### config.mk
export PLATFORM = sky130hd
export DESIGN_NAME = axil_cmd_master
export DESIGN_NICKNAME = d
export VERILOG_FILES = /design/src/rtl/axil_pkg.sv /design/src/rtl/axil_cmd_master.sv
export SDC_FILE = /design/constraint.sdc
export NUM_CORES = 1
export LEC_CHECK = 0
export CORE_UTILIZATION = 38
export DETAILED_ROUTE_END_ITERATION = 12
export PLACE_DENSITY = 0.9
export SYNTH_ARGS = -nofsm -noshare
export SYNTH_HDL_FRONTEND = slang
export SYNTH_SLANG_ARGS = --single-unit
export TNS_END_PERCENT = 20
### constraint.sdc
create_clock -name clk -period 2.8 [get_ports clk]
set_clock_uncertainty 0.15 [all_clocks]
set_input_delay 0.28 -clock clk [delete_from_list [all_inputs] [get_ports clk]]
set_output_delay 0.28 -clock clk [all_outputs]
set_load 0.005 [all_outputs]
### src/rtl/axil_pkg.sv
// Shared definitions for the AXI4-Lite command master: FSM state encoding,
// AXI response codes and the fixed sideband values driven on the master port.
package axil_pkg;

  typedef enum logic [2:0] {
    ST_IDLE  = 3'd0,
    ST_WADDR = 3'd1,
    ST_WRESP = 3'd2,
    ST_RADDR = 3'd3,
    ST_RDATA = 3'd4,
    ST_RESP  = 3'd5
  } state_t;

  localparam logic [1:0] RESP_OKAY   = 2'b00;
  localparam logic [1:0] RESP_SLVERR = 2'b10;
  localparam logic [1:0] RESP_DECERR = 2'b11;

  localparam logic [3:0] WSTRB_ALL    = 4'hF;
  localparam logic [2:0] PROT_DEFAULT = 3'b000;

  // SLVERR and DECERR are errors; OKAY and EXOKAY are not.
  function automatic logic resp_is_err(input logic [1:0] resp);
    return (resp == RESP_SLVERR) || (resp == RESP_DECERR);
  endfunction

endpackage

### src/rtl/axil_cmd_master.sv
// Single-outstanding AXI4-Lite master driven by a simple core-side command
// port. Each accepted command becomes one single-beat read or write; the
// result comes back as a one-cycle response strobe with registered data/error.
//
// Handshake semantics: on the AXI side a transfer happens on a rising edge
// where valid and ready are both high; a valid, once raised, stays high with
// stable address/data until that edge. On the core side the requester holds
// i_valid until o_rsp_stb; a command is accepted only in IDLE, and
// o_cmd_busy covers the cycle after accept through the strobe cycle.
module axil_cmd_master
  import axil_pkg::*;
#(
  parameter logic [31:0] BASE_ADDR = 32'h0000_0000,
  parameter int          ADDR_W    = 32
) (
  input  logic              clk,
  input  logic              rst,
  // core-side command port
  input  logic              i_valid,
  input  logic              i_write,
  input  logic [3:0]        i_addr,
  input  logic [31:0]       i_data,
  output logic              o_cmd_busy,
  output logic              o_rsp_stb,
  output logic [31:0]       o_rsp_word,
  output logic              o_rsp_err,
  // AXI4-Lite write address channel
  output logic [ADDR_W-1:0] m_awaddr,
  output logic              m_awvalid,
  input  logic              m_awready,
  output logic [2:0]        m_awprot,
  // AXI4-Lite write data channel
  output logic [31:0]       m_wdata,
  output logic [3:0]        m_wstrb,
  output logic              m_wvalid,
  input  logic              m_wready,
  // AXI4-Lite write response channel
  input  logic [1:0]        m_bresp,
  input  logic              m_bvalid,
  output logic              m_bready,
  // AXI4-Lite read address channel
  output logic [ADDR_W-1:0] m_araddr,
  output logic              m_arvalid,
  input  logic              m_arready,
  output logic [2:0]        m_arprot,
  // AXI4-Lite read data channel
  input  logic [31:0]       m_rdata,
  input  logic [1:0]        m_rresp,
  input  logic              m_rvalid,
  output logic              m_rready,
  // debug view of the FSM state
  output logic [2:0]        dbg_state
);

  state_t              state;
  logic [ADDR_W-1:0]   addr_q;
  logic [31:0]         wdata_q;
  logic                aw_done;
  logic                w_done;
  logic [ADDR_W-1:0]   cmd_addr;
  logic                aw_hs;
  logic                w_hs;

  // Word index to byte address, wrapping modulo 2^ADDR_W.
  assign cmd_addr = ADDR_W'(BASE_ADDR) + ADDR_W'({i_addr, 2'b00});

  assign aw_hs = m_awvalid && m_awready;
  assign w_hs  = m_wvalid && m_wready;

  // One register holds the address for whichever channel is in use.
  assign m_awaddr  = addr_q;
  assign m_araddr  = addr_q;
  assign m_wdata   = wdata_q;
  assign m_wstrb   = WSTRB_ALL;
  assign m_awprot  = PROT_DEFAULT;
  assign m_arprot  = PROT_DEFAULT;
  assign dbg_state = state;

  // Command FSM with all handshake and response outputs registered.
  always_ff @(posedge clk or posedge rst) begin
    if (rst) begin
      state      <= ST_IDLE;
      addr_q     <= '0;
      wdata_q    <= '0;
      aw_done    <= 1'b0;
      w_done     <= 1'b0;
      m_awvalid  <= 1'b0;
      m_wvalid   <= 1'b0;
      m_bready   <= 1'b0;
      m_arvalid  <= 1'b0;
      m_rready   <= 1'b0;
      o_cmd_busy <= 1'b0;
      o_rsp_stb  <= 1'b0;
      o_rsp_word <= '0;
      o_rsp_err  <= 1'b0;
    end else begin
      case (state)
        ST_IDLE: begin
          if (i_valid && !o_rsp_stb) begin
            addr_q     <= cmd_addr;
            wdata_q    <= i_data;
            o_cmd_busy <= 1'b1;
            if (i_write) begin
              state     <= ST_WADDR;
              m_awvalid <= 1'b1;
              m_wvalid  <= 1'b1;
              aw_done   <= 1'b0;
              w_done    <= 1'b0;
            end else begin
              state     <= ST_RADDR;
              m_arvalid <= 1'b1;
            end
          end
        end

        // AW and W complete independently; leave once both are done,
        // counting a handshake happening this very cycle.
        ST_WADDR: begin
          if (aw_hs) begin
            m_awvalid <= 1'b0;
            aw_done   <= 1'b1;
          end
          if (w_hs) begin
            m_wvalid <= 1'b0;
            w_done   <= 1'b1;
          end
          if ((aw_done || aw_hs) && (w_done || w_hs)) begin
            state    <= ST_WRESP;
            m_bready <= 1'b1;
          end
        end

        ST_WRESP: begin
          if (m_bvalid) begin
            state      <= ST_RESP;
            m_bready   <= 1'b0;
            o_rsp_word <= '0;
            o_rsp_err  <= resp_is_err(m_bresp);
            o_rsp_stb  <= 1'b1;
          end
        end

        ST_RADDR: begin
          if (m_arready) begin
            state     <= ST_RDATA;
            m_arvalid <= 1'b0;
            m_rready  <= 1'b1;
          end
        end

        ST_RDATA: begin
          if (m_rvalid) begin
            state      <= ST_RESP;
            m_rready   <= 1'b0;
            o_rsp_word <= m_rdata;
            o_rsp_err  <= resp_is_err(m_rresp);
            o_rsp_stb  <= 1'b1;
          end
        end

        // Strobe cycle; word/err keep their value until the next response.
        ST_RESP: begin
          state      <= ST_IDLE;
          o_rsp_stb  <= 1'b0;
          o_cmd_busy <= 1'b0;
        end

        default: begin
          state      <= ST_IDLE;
          m_awvalid  <= 1'b0;
          m_wvalid   <= 1'b0;
          m_bready   <= 1'b0;
          m_arvalid  <= 1'b0;
          m_rready   <= 1'b0;
          o_rsp_stb  <= 1'b0;
          o_cmd_busy <= 1'b0;
        end
      endcase
    end
  end

endmodule

; After elaboration in Yosys (flattened, before gate mapping)
; Index checks and enable logic that the tools add are counted.
[word_totals]
register_bits = 81
out_inout_bits = 149
wordCells = 108
[classes]
n_eq_ne = 18
n_mux = 40
n_bitwise = 6
reduce_logical = 30
[ops]
columns = cell, count
row1 = 32-bit 2-to-1 mux, 2
row2 = 32-bit case mux with 2 select lines, 1
row3 = 1-bit 2-to-1 mux, 20
row4 = 4-bit AND reduction, 5
row5 = 4-bit OR reduction, 5
row6 = "2-bit != test, second input constant", 9
row7 = 1-bit case mux with 3 select lines, 6
row8 = 3-bit 2-to-1 mux, 5
row9 = 3-bit case mux with 5 select lines, 1
row10 = 3-bit AND reduction, 4
row11 = "2-bit equality test, second input constant", 4
row12 = 1-bit case mux with 2 select lines, 4
row13 = "3-bit by 2-bit equality test with 1-bit output, second input constant", 2
row14 = "3-bit equality test, second input constant", 2
row15 = 1-bit inverter, 6
row16 = 5-bit AND reduction, 1
row17 = 1-bit logical AND, 4
row18 = 1-bit logical OR, 4
row19 = 2-bit AND reduction, 2
row20 = 2-bit nonzero test, 2
row21 = "3-bit by 1-bit equality test with 1-bit output, second input constant", 1
row22 = 3-bit logical NOT, 1
row23 = 3-bit OR reduction, 1
row24 = 2-bit 2-to-1 mux, 1
row25 = 1-bit logical NOT, 1

; Longest topological paths before layout
[logic_depth]
depth_word = 5
ltp_mapped = 5

; Worst setup path before layout
; No wires, ideal clock.
[synth_path]
kind = register -> register
from = register state[0] (netlist: dbg_state[0])
to = register addr_q[2] (netlist: m_araddr[2])
setup_time_ns = 0.125
t_arrival_ns = 1.679
setup_slack_ns = 0.846
path_stages_with_launch = 5
n_path_buf = 1
period_less_slack_ns = 1.954
path_cell_list = dfrtp_1 or4b_4 nor2_8 buf_12 mux2_4
[synth_via]
elab_chain_len = 2
[synth_rtl]
columns = item, line
row1 = "start, declared", axil_cmd_master.sv:55  ; state_t state;
row2 = "start signal, assigned", axil_cmd_master.sv:82  ; state <= ST_IDLE;
row3 = "start signal, assigned", axil_cmd_master.sv:104  ; state <= ST_WADDR;
row4 = "start signal, assigned", axil_cmd_master.sv:110  ; state <= ST_RADDR;
row5 = 3-bit logical NOT, axil_cmd_master.sv:97  ; case (state)
row6 = 2-bit AND reduction (no line), n/a
row7 = "end signal, assigned", axil_cmd_master.sv:100  ; addr_q <= cmd_addr;
row8 = "end, declared", axil_cmd_master.sv:56  ; logic [ADDR_W-1:0] addr_q;
; No other way between the ends.
; A chain may end at the register's enable or synchronous reset.

; Worst setup path in the final report
[layout_path]
from = register state[1] (netlist: dbg_state[1])
to = register wdata_q[15] (netlist: m_wdata[15])
[layout_via]
elab_chain_len = 2
[layout_rtl]
columns = item, line
row1 = 3-bit logical NOT, axil_cmd_master.sv:97
row2 = 2-bit AND reduction (no line), n/a
row3 = "end signal, assigned", axil_cmd_master.sv:101  ; wdata_q <= i_data;
row4 = "end, declared", axil_cmd_master.sv:57  ; logic [31:0] wdata_q;
; No other way between the ends.

==> summary by stage <==
Cells and area
The post-route non-filler standard cell count is 590. The signed area change from the synthesized netlist to the final layout is 43.2%. The diode insertion count for antenna repair is 0. The ratio of cells with drive above 1 in the final layout is roughly 14%. The number of nets in the finished design is 534. With fillers left out, the area of the finished cells amounts to 5540 um^2.

Routing
The routed wire length is 8.98 mm. The DRC violations left is 0. The routed wirelength normalized by instance count is 15.2 um. The count of antenna-violating nets left after detailed routing is 0. The number of vias in the routed layout is 2,679. Dividing the detail-routed via count by the number of cells gives 4.54.

The length of the first detailed-routing pass in iterations is 4. The number of DRC violations after detailed-routing iteration 0 is 47.

Synth
The synthesized design contains 81 register bits. For this run, the number of Yosys warnings is 0. In the post-synthesis netlist, the biggest area contributors are sky130_fd_sc_hd__dfrtp_1, sky130_fd_sc_hd__buf_4, sky130_fd_sc_hd__mux2_4. The main combinational cell family by area after synthesis is buffers and inverters. The sequential cell area fraction in the yosys report is a little over half. Of the total synthesized cell area, the portion taken by AND, OR, NAND and NOR gates is 4.14%.

Synthesis instantiated 32 different standard cells from the library. After Yosys synthesis, XOR and XNOR cells account for 0% of the synthesized area. Of the post-synthesis cell area, the dominant cell type holds 52.4%. The cell count after synthesis is 293.

The area of the mapped netlist is 3870 um^2. The synthesized netlist devotes 12.5% of its cell area to compound gates. Each instance of the synthesized netlist takes up on average approximately 13 um^2.

The multiplexer share of the synthesized area is 14.0%. The synthesized-area fraction occupied by adder cells is 0%. Summed over all instances, the cell type with the most area after synthesis is sky130_fd_sc_hd__dfrtp_1.

Die
230 I/O pins were placed. The core region is 9820 um^2. The die width is 103 um.

The starting density of the core is between 30% and 40%. The height of the chip is 103 um. The die covers 10,600 um^2. The initialized floorplan defines 36 standard-cell rows.

Clocking
After clock tree synthesis, the clock-pin slew on the worst setup and hold paths is 0.08 ns. CTS saw 81 sinks. In this run, post-CTS hold repair placed 0 buffers. The number of cells upsized or downsized after cts is 0. The number of buffers added by the clock tree synthesis step is 9. TritonCTS built the clock tree. The master cell of the clock root buffer is sky130_fd_sc_hd__clkbuf_8. Buffers added to address setup during post-CTS repair amount to 0. The clock reaches the later pin of the worst-skew pair after 0.34 ns. The clock tree buffer depth is 2.

The depth of the CTS H-tree is 3.

Place
Once placement completed, the tool counted placed cells totaling 575. The congestion estimate from routability-driven global placement came to 0.811. After legalization and detailed placement, the total HPWL measured about 6.6 mm. The number of input and output port buffers inserted is 161. The placed standard-cell area is 5340 um^2.

Global routing
The number of global-route vias before repair is 2,586. The residual overflow from global routing is 0. Entering global routing, the biggest net connects 38 pins. The first global-routing pass estimated 13.2 mm of wire.

The initial antenna violation count was 0. The global routing usage summed across all routing layers is 16.5%.

Hold path
The worst hold path belongs to the class input port to asynchronous set/reset pin.

Setup path
The depth of the worst register-to-register path is 4. The critical path goes through or4b_4 > nor2_8 > buf_12 > mux2_2. The kind of capture point of the worst setup path is a register. The critical path startpoint category is a register. The worst register-to-register path ends at m_wdata[15]$_DFFE_PP0P_. The highest-delay cell along the critical path is sky130_fd_sc_hd__or4b_4. The arrival time reported for the critical path endpoint is 2.38 ns. By startpoint and endpoint, the worst setup path is classified as register to register. For the worst setup path, the data required time is 2.88 ns. The setup slack of the most critical reg-to-reg path is 0.50 ns.

Along the worst path, the maximum fanout reaches 23. The worst register-to-register path begins at dbg_state[1]$_DFFE_PP0P_. For this run, the slowest stage of the critical path takes between 0.6 and 0.7 ns.

Status
The flow ran to the end, and the final reports show no timing, DRC or antenna violations.

STA
The aggregate negative setup slack is 0 ns. For the pin with the worst max-slew slack, the measured transition is 0.518 ns. Setup repair after global routing left no endpoint under its margin. In this run the tightest slew margin relative to its limit is 65.4%.

The total count of hold-check failures in the final report came to 0. Derived from the worst setup path, the maximum achievable clock frequency is 0.434 GHz. The final period demand of the worst path is 2.30 ns. The count of final max-slew check failures was 0. The part of the cycle the worst path needs is 82.2%.

Setup violations remaining at the end of the flow were counted as 0.

Power
The leakage dissipation is 2.48 nW. The cell area power density is roughly 980 nW/um^2. The maximum resistive drop on vdd is 0.400 mV.

Run
The tool flagged a number of max-cap violations equal to 0.
## cell usage after synthesis
master                       n
sky130_fd_sc_hd__dfrtp_1    81
sky130_fd_sc_hd__buf_4      70
sky130_fd_sc_hd__a22o_1     37
sky130_fd_sc_hd__mux2_4     30
sky130_fd_sc_hd__mux2_2      8
sky130_fd_sc_hd__clkbuf_1    7
sky130_fd_sc_hd__a21oi_1     5
sky130_fd_sc_hd__inv_1       5
sky130_fd_sc_hd__buf_2       4
sky130_fd_sc_hd__nand2_1     4
sky130_fd_sc_hd__nor2_1      4
sky130_fd_sc_hd__nor2b_1     4
sky130_fd_sc_hd__o2bb2ai_1   4
sky130_fd_sc_hd__buf_12      3
sky130_fd_sc_hd__nor3_1      3
sky130_fd_sc_hd__o21ai_0     3
sky130_fd_sc_hd__a221o_1     2
sky130_fd_sc_hd__a31o_2      2
sky130_fd_sc_hd__and3b_1     2
sky130_fd_sc_hd__conb_1      2
sky130_fd_sc_hd__o22ai_1     2
sky130_fd_sc_hd__a21o_1      1
sky130_fd_sc_hd__and2_1      1
sky130_fd_sc_hd__and3_1      1
sky130_fd_sc_hd__nor2_8      1
sky130_fd_sc_hd__nor3b_1     1
sky130_fd_sc_hd__nor4b_1     1
sky130_fd_sc_hd__nor4bb_1    1
sky130_fd_sc_hd__o21a_1      1
sky130_fd_sc_hd__o21bai_1    1
sky130_fd_sc_hd__o32a_1      1
sky130_fd_sc_hd__or4b_4      1
## how the worst max path moves through the flow
stage                        startpoint                       to  cells past startpoint
5_1_grt        dbg_state[1]$_DFFE_PP0P_  m_wdata[15]$_DFFE_PP0P_                      4
6_report       dbg_state[1]$_DFFE_PP0P_  m_wdata[15]$_DFFE_PP0P_                      4
3_3_place_gp                    i_valid  m_wdata[15]$_DFFE_PP0P_                      5
2_1_floorplan                       rst      aw_done$_DFFE_PP0P_                      1
4_1_cts        dbg_state[1]$_DFFE_PP0P_  m_wdata[15]$_DFFE_PP0P_                      4
3_5_place_dp                    i_valid  m_wdata[15]$_DFFE_PP0P_                      5
## worst max-delay path, delay by kind of cell (launching register included)
| family | cells | cell delay (ns) |
|---|---|---|
| and+or+nand+nor | 2 | 0.87 |
| DFF | 1 | 0.55 |
| muxes | 1 | 0.36 |
| buffers and inverters | 1 | 0.24 |
## logic make-up after synthesis
logic type | after synthesis
buf+inv | 89
other cells | 2
simple gates | 24
flops | 81
compound gates | 59
mux | 38
## power breakdown
| part | switching (mW) | total (mW) | internal [mW] |
|---|---|---|---|
| combinational | 0.785 | 2.50 | 1.71 |
| clock | 0.396 | 0.850 | 0.454 |
| sequential | 0.383 | 2.09 | 1.71 |
## cell usage in the layout (no fill, tap or decap)
master,synthesis,routed
sky130_fd_sc_hd__clkdlybuf4s50_1,0,161
sky130_fd_sc_hd__o21a_1,1,1
sky130_fd_sc_hd__inv_1,5,4
sky130_fd_sc_hd__nor2_1,4,4
sky130_fd_sc_hd__a31o_2,2,2
sky130_fd_sc_hd__a21oi_1,5,5
sky130_fd_sc_hd__clkbuf_8,0,11
sky130_fd_sc_hd__nor2b_1,4,4
sky130_fd_sc_hd__a22o_1,37,37
sky130_fd_sc_hd__clkinv_2,0,3
sky130_fd_sc_hd__bufinv_16,0,1
sky130_fd_sc_hd__dfrtp_1,81,81
sky130_fd_sc_hd__o21bai_2,0,1
sky130_fd_sc_hd__mux2_4,30,30
sky130_fd_sc_hd__or4b_4,1,1
sky130_fd_sc_hd__nor3b_1,1,1
sky130_fd_sc_hd__nor2_8,1,1
sky130_fd_sc_hd__o21ai_0,3,3
sky130_fd_sc_hd__nor3_1,3,3
sky130_fd_sc_hd__clkbuf_1,7,1
sky130_fd_sc_hd__and2_1,1,1
sky130_fd_sc_hd__o32a_1,1,1
sky130_fd_sc_hd__nand2_1,4,4
sky130_fd_sc_hd__buf_4,70,6
sky130_fd_sc_hd__and3_1,1,1
sky130_fd_sc_hd__and3b_1,2,2
sky130_fd_sc_hd__o22ai_1,2,2
sky130_fd_sc_hd__mux2_2,8,8
sky130_fd_sc_hd__a221o_1,2,2
sky130_fd_sc_hd__o2bb2ai_1,4,4
sky130_fd_sc_hd__nor4b_1,1,1
sky130_fd_sc_hd__nor4bb_1,1,1
sky130_fd_sc_hd__conb_1,2,66
sky130_fd_sc_hd__buf_12,3,2
sky130_fd_sc_hd__a21o_1,1,1
## through the flow
step | setup slack, ns | power (mW) | hold slack [ns] | util, %
finish | 0.498 | 5.44 | 0.142 | 56.4
CTS | 0.489 | 5.51 | 0.151 | 56.4
floorplan | 0.290 | 3.27 | 0.263 | -
global placement | 0.402 | 4.50 | 0.332 | 54.4
detailed placement | 0.380 | 4.62 | 0.343 | 54.4
global route | 0.409 | 5.79 | 0.189 | 56.4
## layout make-up
| class | instances | area, um^2 |
|---|---|---|
| Fill cell | 834 | 4280 |
| Inverter | 5 | 20.0 |
| Clock inverter | 3 | 40.0 |
| Clock buffer | 12 | 155 |
| Multi-Input combinational cell | 187 | 1430 |
| Sequential cell | 81 | 2030 |
| Timing Repair Buffer | 169 | 1700 |
| Tap cell | 133 | 166 |
## registers in the layout (all words and copies together), names as in the netlist
signal and cells:
m_wdata 32, o_rsp_word 32, m_araddr 4, dbg_state 3
aw_done 1, m_arvalid 1, m_awvalid 1, m_bready 1
m_rready 1, m_wvalid 1, o_cmd_busy 1, o_rsp_err 1
o_rsp_stb 1, w_done 1
## routing by layer
metal  vias to the layer above  wire length [um]  track usage [%]
met5                         -                 0                0
met4                         0               126             7.15
met3                        10               847             5.02
met2                       135              4450             27.8
met1                      1323              3550             19.4
li1                       1211                 -                -
Note: power is estimated with default switching activity, not from simulation.
